==> src/rtl/sequencer_if.sv <==
// Bus bundle between the Angstrom sequencer and its neighbours: instruction
// memory, branch unit, ALU flags and register file write enable.
interface sequencer_if #(
    parameter int ADDR_W = 16
);
    logic              imem_req_o;
    logic [ADDR_W-1:0] imem_addr_o;
    logic [15:0]       imem_rdata_i;
    logic              imem_valid_i;
    logic [15:0]       instr_o;
    logic [3:0]        op_o;
    logic              alu_z_i;
    logic              alu_c_i;
    logic              flag_z_o;
    logic              flag_c_o;
    logic              ctrl_jmp_o;
    logic              branch_i;
    logic [ADDR_W-1:0] jmp_target_i;
    logic              reg_we_o;
    logic [2:0]        state_o;
    logic              halted_o;

    modport master (
        output imem_req_o, imem_addr_o, instr_o, op_o, flag_z_o, flag_c_o,
               ctrl_jmp_o, reg_we_o, state_o, halted_o,
        input  imem_rdata_i, imem_valid_i, alu_z_i, alu_c_i, branch_i, jmp_target_i
    );

    modport slave (
        input  imem_req_o, imem_addr_o, instr_o, op_o, flag_z_o, flag_c_o,
               ctrl_jmp_o, reg_we_o, state_o, halted_o,
        output imem_rdata_i, imem_valid_i, alu_z_i, alu_c_i, branch_i, jmp_target_i
    );
endinterface

==> src/rtl/sequencer.sv <==
// Multi-cycle fetch/decode/execute/writeback sequencer for the Angstrom core.
// Define SEQUENCER_HALT_EN to make opcode 1111 halt the core; otherwise it is a NOP.
module sequencer #(
    parameter int              ADDR_W   = 16,
    parameter logic [ADDR_W-1:0] RESET_PC = '0
) (
    input logic         clk_i,
    input logic         rst_i,
    sequencer_if.master bus
);
    typedef enum logic [2:0] {
        S_FETCH     = 3'd0,
        S_DECODE    = 3'd1,
        S_EXECUTE   = 3'd2,
        S_WRITEBACK = 3'd3,
        S_HALT      = 3'd4
    } state_t;

    state_t            state_q, state_d;
    logic [ADDR_W-1:0] pc_q, pc_d;
    logic [15:0]       ir_q, ir_d;
    logic              z_q, z_d;
    logic              c_q, c_d;
    logic              imem_req_q, imem_req_d;
    logic              ctrl_jmp_q, ctrl_jmp_d;
    logic              reg_we_q, reg_we_d;
`ifdef SEQUENCER_HALT_EN
    logic              halted_q, halted_d;
`endif

    function automatic logic is_alu(input logic [3:0] op);
        return op <= 4'd4;
    endfunction

    function automatic logic is_branch(input logic [3:0] op);
        return (op >= 4'd5) && (op <= 4'd7);
    endfunction

    always_comb begin
        state_d = state_q;
        pc_d    = pc_q;
        ir_d    = ir_q;
        z_d     = z_q;
        c_d     = c_q;
        case (state_q)
            S_FETCH: begin
                if (bus.imem_valid_i) begin
                    ir_d    = bus.imem_rdata_i;
                    pc_d    = pc_q + 1'b1;
                    state_d = S_DECODE;
                end
            end
            S_DECODE: state_d = S_EXECUTE;
            S_EXECUTE: begin
                if (is_alu(ir_q[15:12])) begin
                    z_d     = bus.alu_z_i;
                    c_d     = bus.alu_c_i;
                    state_d = S_WRITEBACK;
                end else if (is_branch(ir_q[15:12])) begin
                    // A taken branch replaces the increment applied during fetch.
                    if (bus.branch_i)
                        pc_d = bus.jmp_target_i;
                    state_d = S_FETCH;
                end else if (ir_q[15:12] == 4'hF) begin
`ifdef SEQUENCER_HALT_EN
                    state_d = S_HALT;
`else
                    state_d = S_FETCH;
`endif
                end else begin
                    state_d = S_WRITEBACK;
                end
            end
            S_WRITEBACK: state_d = S_FETCH;
            S_HALT:      state_d = S_HALT;
            default:     state_d = S_FETCH;
        endcase
    end

    // Moore outputs are decoded from the next state/IR so they register in step with them.
    always_comb begin
        imem_req_d = (state_d == S_FETCH);
        ctrl_jmp_d = (state_d == S_EXECUTE) && is_branch(ir_d[15:12]);
        reg_we_d   = (state_d == S_WRITEBACK);
`ifdef SEQUENCER_HALT_EN
        halted_d   = (state_d == S_HALT);
`endif
    end

    always_ff @(posedge clk_i) begin
        if (rst_i) begin
            state_q    <= S_FETCH;
            pc_q       <= RESET_PC;
            ir_q       <= '0;
            z_q        <= 1'b0;
            c_q        <= 1'b0;
            imem_req_q <= 1'b1;
            ctrl_jmp_q <= 1'b0;
            reg_we_q   <= 1'b0;
`ifdef SEQUENCER_HALT_EN
            halted_q   <= 1'b0;
`endif
        end else begin
            state_q    <= state_d;
            pc_q       <= pc_d;
            ir_q       <= ir_d;
            z_q        <= z_d;
            c_q        <= c_d;
            imem_req_q <= imem_req_d;
            ctrl_jmp_q <= ctrl_jmp_d;
            reg_we_q   <= reg_we_d;
`ifdef SEQUENCER_HALT_EN
            halted_q   <= halted_d;
`endif
        end
    end

    assign bus.imem_req_o  = imem_req_q;
    assign bus.imem_addr_o = pc_q;
    assign bus.instr_o     = ir_q;
    assign bus.op_o        = ir_q[15:12];
    assign bus.flag_z_o    = z_q;
    assign bus.flag_c_o    = c_q;
    assign bus.ctrl_jmp_o  = ctrl_jmp_q;
    assign bus.reg_we_o    = reg_we_q;
    assign bus.state_o     = state_q;
`ifdef SEQUENCER_HALT_EN
    assign bus.halted_o    = halted_q;
`else
    assign bus.halted_o    = 1'b0;
`endif
endmodule
==> src/flat_wrapper.sv <==
// flat-port wrapper written by rule: the top's interface ports become plain ports
module sequencer_flat 
#(
    parameter int              ADDR_W   = 16,
    parameter logic [ADDR_W-1:0] RESET_PC = '0
)
  (clk_i, rst_i, bus_imem_req_o, bus_imem_addr_o, bus_instr_o, bus_op_o, bus_flag_z_o, bus_flag_c_o, bus_ctrl_jmp_o, bus_reg_we_o, bus_state_o, bus_halted_o, bus_imem_rdata_i, bus_imem_valid_i, bus_alu_z_i, bus_alu_c_i, bus_branch_i, bus_jmp_target_i);
  sequencer_if #(.ADDR_W(ADDR_W)) bus_i ();
  input logic clk_i;
  input logic rst_i;
  output wire logic [$bits(bus_i.imem_req_o)-1:0] bus_imem_req_o;
  output wire logic [$bits(bus_i.imem_addr_o)-1:0] bus_imem_addr_o;
  output wire logic [$bits(bus_i.instr_o)-1:0] bus_instr_o;
  output wire logic [$bits(bus_i.op_o)-1:0] bus_op_o;
  output wire logic [$bits(bus_i.flag_z_o)-1:0] bus_flag_z_o;
  output wire logic [$bits(bus_i.flag_c_o)-1:0] bus_flag_c_o;
  output wire logic [$bits(bus_i.ctrl_jmp_o)-1:0] bus_ctrl_jmp_o;
  output wire logic [$bits(bus_i.reg_we_o)-1:0] bus_reg_we_o;
  output wire logic [$bits(bus_i.state_o)-1:0] bus_state_o;
  output wire logic [$bits(bus_i.halted_o)-1:0] bus_halted_o;
  input wire logic [$bits(bus_i.imem_rdata_i)-1:0] bus_imem_rdata_i;
  input wire logic [$bits(bus_i.imem_valid_i)-1:0] bus_imem_valid_i;
  input wire logic [$bits(bus_i.alu_z_i)-1:0] bus_alu_z_i;
  input wire logic [$bits(bus_i.alu_c_i)-1:0] bus_alu_c_i;
  input wire logic [$bits(bus_i.branch_i)-1:0] bus_branch_i;
  input wire logic [$bits(bus_i.jmp_target_i)-1:0] bus_jmp_target_i;
  assign bus_imem_req_o = bus_i.imem_req_o;
  assign bus_imem_addr_o = bus_i.imem_addr_o;
  assign bus_instr_o = bus_i.instr_o;
  assign bus_op_o = bus_i.op_o;
  assign bus_flag_z_o = bus_i.flag_z_o;
  assign bus_flag_c_o = bus_i.flag_c_o;
  assign bus_ctrl_jmp_o = bus_i.ctrl_jmp_o;
  assign bus_reg_we_o = bus_i.reg_we_o;
  assign bus_state_o = bus_i.state_o;
  assign bus_halted_o = bus_i.halted_o;
  assign bus_i.imem_rdata_i = bus_imem_rdata_i;
  assign bus_i.imem_valid_i = bus_imem_valid_i;
  assign bus_i.alu_z_i = bus_alu_z_i;
  assign bus_i.alu_c_i = bus_alu_c_i;
  assign bus_i.branch_i = bus_branch_i;
  assign bus_i.jmp_target_i = bus_jmp_target_i;
  sequencer #(.ADDR_W(ADDR_W), .RESET_PC(RESET_PC)) u_core (.clk_i(clk_i), .rst_i(rst_i), .bus(bus_i));
endmodule
==> config.mk <==
export PLATFORM = sky130hd
export DESIGN_NAME = sequencer_flat
export DESIGN_NICKNAME = d
export VERILOG_FILES = /design/src/rtl/sequencer_if.sv /design/src/rtl/sequencer.sv /design/src/flat_wrapper.sv
export SDC_FILE = /design/constraint.sdc
export NUM_CORES = 1
export LEC_CHECK = 0
export ABC_AREA = 0
export CORE_ASPECT_RATIO = 0.75
export CORE_UTILIZATION = 40
export DETAILED_ROUTE_END_ITERATION = 8
export DONT_BUFFER_PORTS = 1
export GPL_TIMING_DRIVEN = 0
export PLACE_DENSITY = 0.59
export REMOVE_ABC_BUFFERS = 1
export SLEW_MARGIN = 10
export SYNTH_ARGS = -nofsm -noshare
export SYNTH_HDL_FRONTEND = slang
export SYNTH_SLANG_ARGS = --single-unit
==> constraint.sdc <==
create_clock -name clk_i -period 2.42 [get_ports clk_i]
set_input_delay 0.363 -clock clk_i [delete_from_list [all_inputs] [get_ports clk_i]]
set_output_delay 0.363 -clock clk_i [all_outputs]
set_load 0.005 [all_outputs]
==> results <==
- The flow ran to the end, but the final reports show violations.
- The final reports fail on DRC.
- The relative slew slack is 0.538.
- By area the synthesized netlist is led by dfxtp_1 40%, nand2_1 8.8%, a21oi_1 7.9%, o31a_1 3.0%, o21ai_0 2.2%.
- STA classifies the critical path startpoint as a flop.
- The count of final setup violators is 0.
- The category of the critical setup timing path is flop to flop.
- Synthesis inferred 40 register bits.
- The worst hold path terminates at u_core.bus.imem_addr_o[3]$_SDFFE_PP0P_.
- The endpoint identified for the worst register-to-register timing path is u_core.bus.imem_addr_o[11]$_SDFFE_PP0P_.
- The core region is approximately 4700 um^2.
- The count of unresolved DRC violations after routing is 10.
- OpenSTA, run right after detailed placement, puts the worst setup slack at -0.0314 ns.
- Total power for the finished layout comes to 0.00156 W.
- The number of DRC violations after detailed-routing iteration 0 is 138.
- Across every metal layer, demand over resource in global routing totals 0.199.
- CTS placed an instance of clkbuf_8 at the clock tree root.
- The type of the most critical hold path is input port to flop.
- The initial antenna violation count is 0.
- The I/O pin count is 83.
- Dividing the detail-routed wire length by the instance count gives 17.2 um.
- The worst path meets setup with 0.175 ns of slack.
- The count of H-tree levels built during CTS is 2.
- Of the post-synthesis cell area, the dominant cell type holds 0.397.
- The cell area that synthesis handed to floorplanning was 2020 um^2.
- The worst register-to-register path begins at u_core.bus.state_o[1]$_SDFF_PP0_.
- In this run, post-CTS repair resized a total of 0 instances.
- Along the worst path, the maximum fanout reaches 17.
- In the synthesized netlist, the cells that appear most often are 47 x nand2_1, 40 x dfxtp_1, 32 x a21oi_1.
- The kind of cell with the highest combined delay on the critical path is simple AND/OR/NAND/NOR gates.
- The clock transition at the register clock pins on the worst setup and hold paths after CTS is about 0.08 ns.
- The count of TritonRoute iterations in the first routing pass is 6.
- The count of final max-slew check failures is 0.
- The fraction of final layout cells with drive strength greater than 1 is 0.100.
- In this run, post-CTS hold repair placed 0 buffers.
- The starting density of the core is 0.433.
- The post-layout utilization of the core is 0.463.
- The largest single stage delay on the critical path is 0.69 ns.
- Setup total negative slack on the finished layout was measured at 0 ns.
- After the last flow step, the layout net total stands at 278.
- Row generation in the floorplan step produced 21 rows.
- The hold path startpoint is rst_i.
- dfxtp_1 takes more of the synthesized area than any other cell.
- Entering global routing, the biggest net connects 44 pins.
- The cell count after synthesis is around 250.
- The via count of the first global-routing pass is ~1.6k.
- In the synthesized netlist the async set-or-reset flop fraction comes to 0.
- The arrival time reported for the critical path endpoint is 2.46 ns.
- Summing over every cut layer, the via total after detailed routing is approximately 1.7k.
- The antenna diode instance count is 0.
- The setup clock skew after layout is 0.00613 ns.
- For this run, the number of Yosys warnings is 0.
- The clock net in this run drives a total of 40 sinks.
- The worst hold path depth is 1.
- The number of buffers inserted during clock tree synthesis is 5.
- The most numerous cell in the Yosys netlist is nand2_1.
- STA classifies the critical path endpoint as a flop.
- The count of buffers added on input and output ports is 0.
- The global placement routability congestion is ~0.74.
- The first-pass GRT wire length is approximately 8.3 mm.
- The power density normalized to cell area is 726 nW/um^2.
- The die height is 63.5 um.
- In the routed layout, each cell is associated on average with a via count of 5.75.
- The maximum clock frequency is about 0.45 GHz.
- The most used flip-flop cell after synthesis is dfxtp_1.
- The final hold violation count is 0.
- The area growth from synthesis to layout is 6.83%.
- The die span in x is 84.0 um.
- The filler cells instantiated in the layout total 478.
- In this run, distinct cell masters in the synthesized netlist total 50.
- The final wirelength is 5.10 mm.
- The maximum ir drop on the vdd rail is 0.321 mV.
- The final worst-path cycle share is 0.928.
- The HPWL after detailed placement is 3.44 mm.
- The number of nets with antenna violations after detailed routing is 0.
- The smallest clock period supported by the final layout is computed as 2.24 ns.
- The sequential fraction of the synthesis area is 0.397.
- The max-capacitance violation count is 0.
- The number of buffers and inverters on the critical path is 0.
- The leakage power is 0.694 nW.
- At the later pin of the worst-skew pair, clock insertion delay measures 0.28 ns.
- The worst endpoint required time is 2.63 ns.
- No sink is reached through more buffers than the 2 on the longest clock path.
- The count of cells along the worst register-to-register path is 4.
- TritonCTS built the clock tree.
- At the pin with the least slew margin, the transition time is around 0.7 ns.
- The setup check on the worst reg-to-reg path leaves a slack of ~0.18 ns.
- The average cell area after synthesis is 8.16 um^2.
- The total congestion overflow is 0.
- The full die area is 5330 um^2.
- The count of flip-flops with a built-in enable after synthesis is 0.
- Traced cell by cell, the critical path runs through or3b_1, o31ai_4, nand2b_1, o22ai_2.
- The largest individual stage delay along the critical path comes from the cell or3b_1.
## how the worst max path moves through the flow
stage	to	depth (start not counted)	slack [ns]	startpoint
after floorplan	u_core.bus.imem_req_o$_SDFF_PP1_	3	-0.57	u_core.bus.state_o[1]$_SDFF_PP0_
after global placement	u_core.bus.imem_req_o$_SDFF_PP1_	3	-2.12	u_core.bus.state_o[1]$_SDFF_PP0_
after detailed placement	u_core.bus.imem_addr_o[11]$_SDFFE_PP0P_	4	-0.03	u_core.bus.state_o[1]$_SDFF_PP0_
after CTS	u_core.bus.imem_addr_o[11]$_SDFFE_PP0P_	4	0.006	u_core.bus.state_o[1]$_SDFF_PP0_
after global routing	u_core.bus.imem_addr_o[6]$_SDFFE_PP0P_	6	-0.05	u_core.bus.state_o[1]$_SDFF_PP0_
final	u_core.bus.imem_addr_o[11]$_SDFFE_PP0P_	4	0.18	u_core.bus.state_o[1]$_SDFF_PP0_
## timing repair
action                                  CTS  global route
pin swaps                                 1             1
setup buffers                             0             3
endpoints found under the setup margin    8             8
## power breakdown
group / switching (W) / internal, W
Clock: 0.000230 / 0.000364
Combinational: 0.000126 / 0.0000862
Sequential: 0.0000563 / 0.000700
## state kept, by name, indices dropped and copies added (netlist names)
| signal | flops |
|---|---|
| u_core.bus.instr_o | 16 |
| u_core.bus.ctrl_jmp_o | 1 |
| u_core.bus.state_o | 3 |
| u_core.bus.reg_we_o | 1 |
| u_core.bus.flag_z_o | 1 |
| u_core.bus.imem_req_o | 1 |
| u_core.bus.imem_addr_o | 16 |
| u_core.bus.flag_c_o | 1 |
## layout by cell type (no fill, tap or decap), types with 6 or more instances in the layout
| cell type | n |
|---|---|
| nand2_1 | 47 |
| inv_1 | 7 |
| dfxtp_1 | 40 |
| clkbuf_8 | 7 |
| o31a_1 | 7 |
| nor2_1 | 9 |
| nand3_1 | 6 |
| o21ai_0 | 9 |
| a21oi_1 | 32 |
| nor3_1 | 7 |
## worst register-to-register path, stage by stage (launching register included)
cell,delay (ns)
dfxtp_1,0.51
or3b_1,0.69
o31ai_4,0.45
nand2b_1,0.30
o22ai_2,0.23
## layout make-up
| cell class | instances | area [um^2] | share of cell area |
|---|---|---|---|
| clock buffer | 7 | 96.3 | 0.0447 |
| timing repair buffer | 6 | 48.8 | 0.0227 |
| clock inverter | 1 | 30.0 | 0.0139 |
| multi-input combinational | 179 | 1080 | 0.501 |
| sequential | 40 | 801 | 0.372 |
| inverter | 7 | 26.3 | 0.0122 |
| tap | 57 | 71.3 | 0.0331 |
## per-layer routing
metal,track usage,share of wire
met1,0.281,0.51
met2,0.288,0.43
met3,0.0577,0.058
met4,0.0690,0.0043
met5,0,0
## stage by stage
stage	instance area (um^2)	cells	hold slack, ns
2_1_floorplan	1890	226	0.432
3_3_place_gp	1960	283	0.436
3_5_place_dp	2000	286	0.439
4_1_cts	2130	294	0.121
5_1_grt	2150	297	0.118
6_report	2150	297	0.137
## cells by family (layout without fill, tap and decap cells)
kind of cell,Yosys count,in the layout,share of synthesized area
and+or+nand+nor,103,103,0.263
AOI/OAI and AO/OA,72,72,0.248
DFF,40,40,0.397
buffers and inverters,28,21,0.0739
muxes,2,2,0.00993
adders and majority gates,1,1,0.00621
other,1,1,0.00186
No activity file was read; power rests on OpenSTA's default activity.
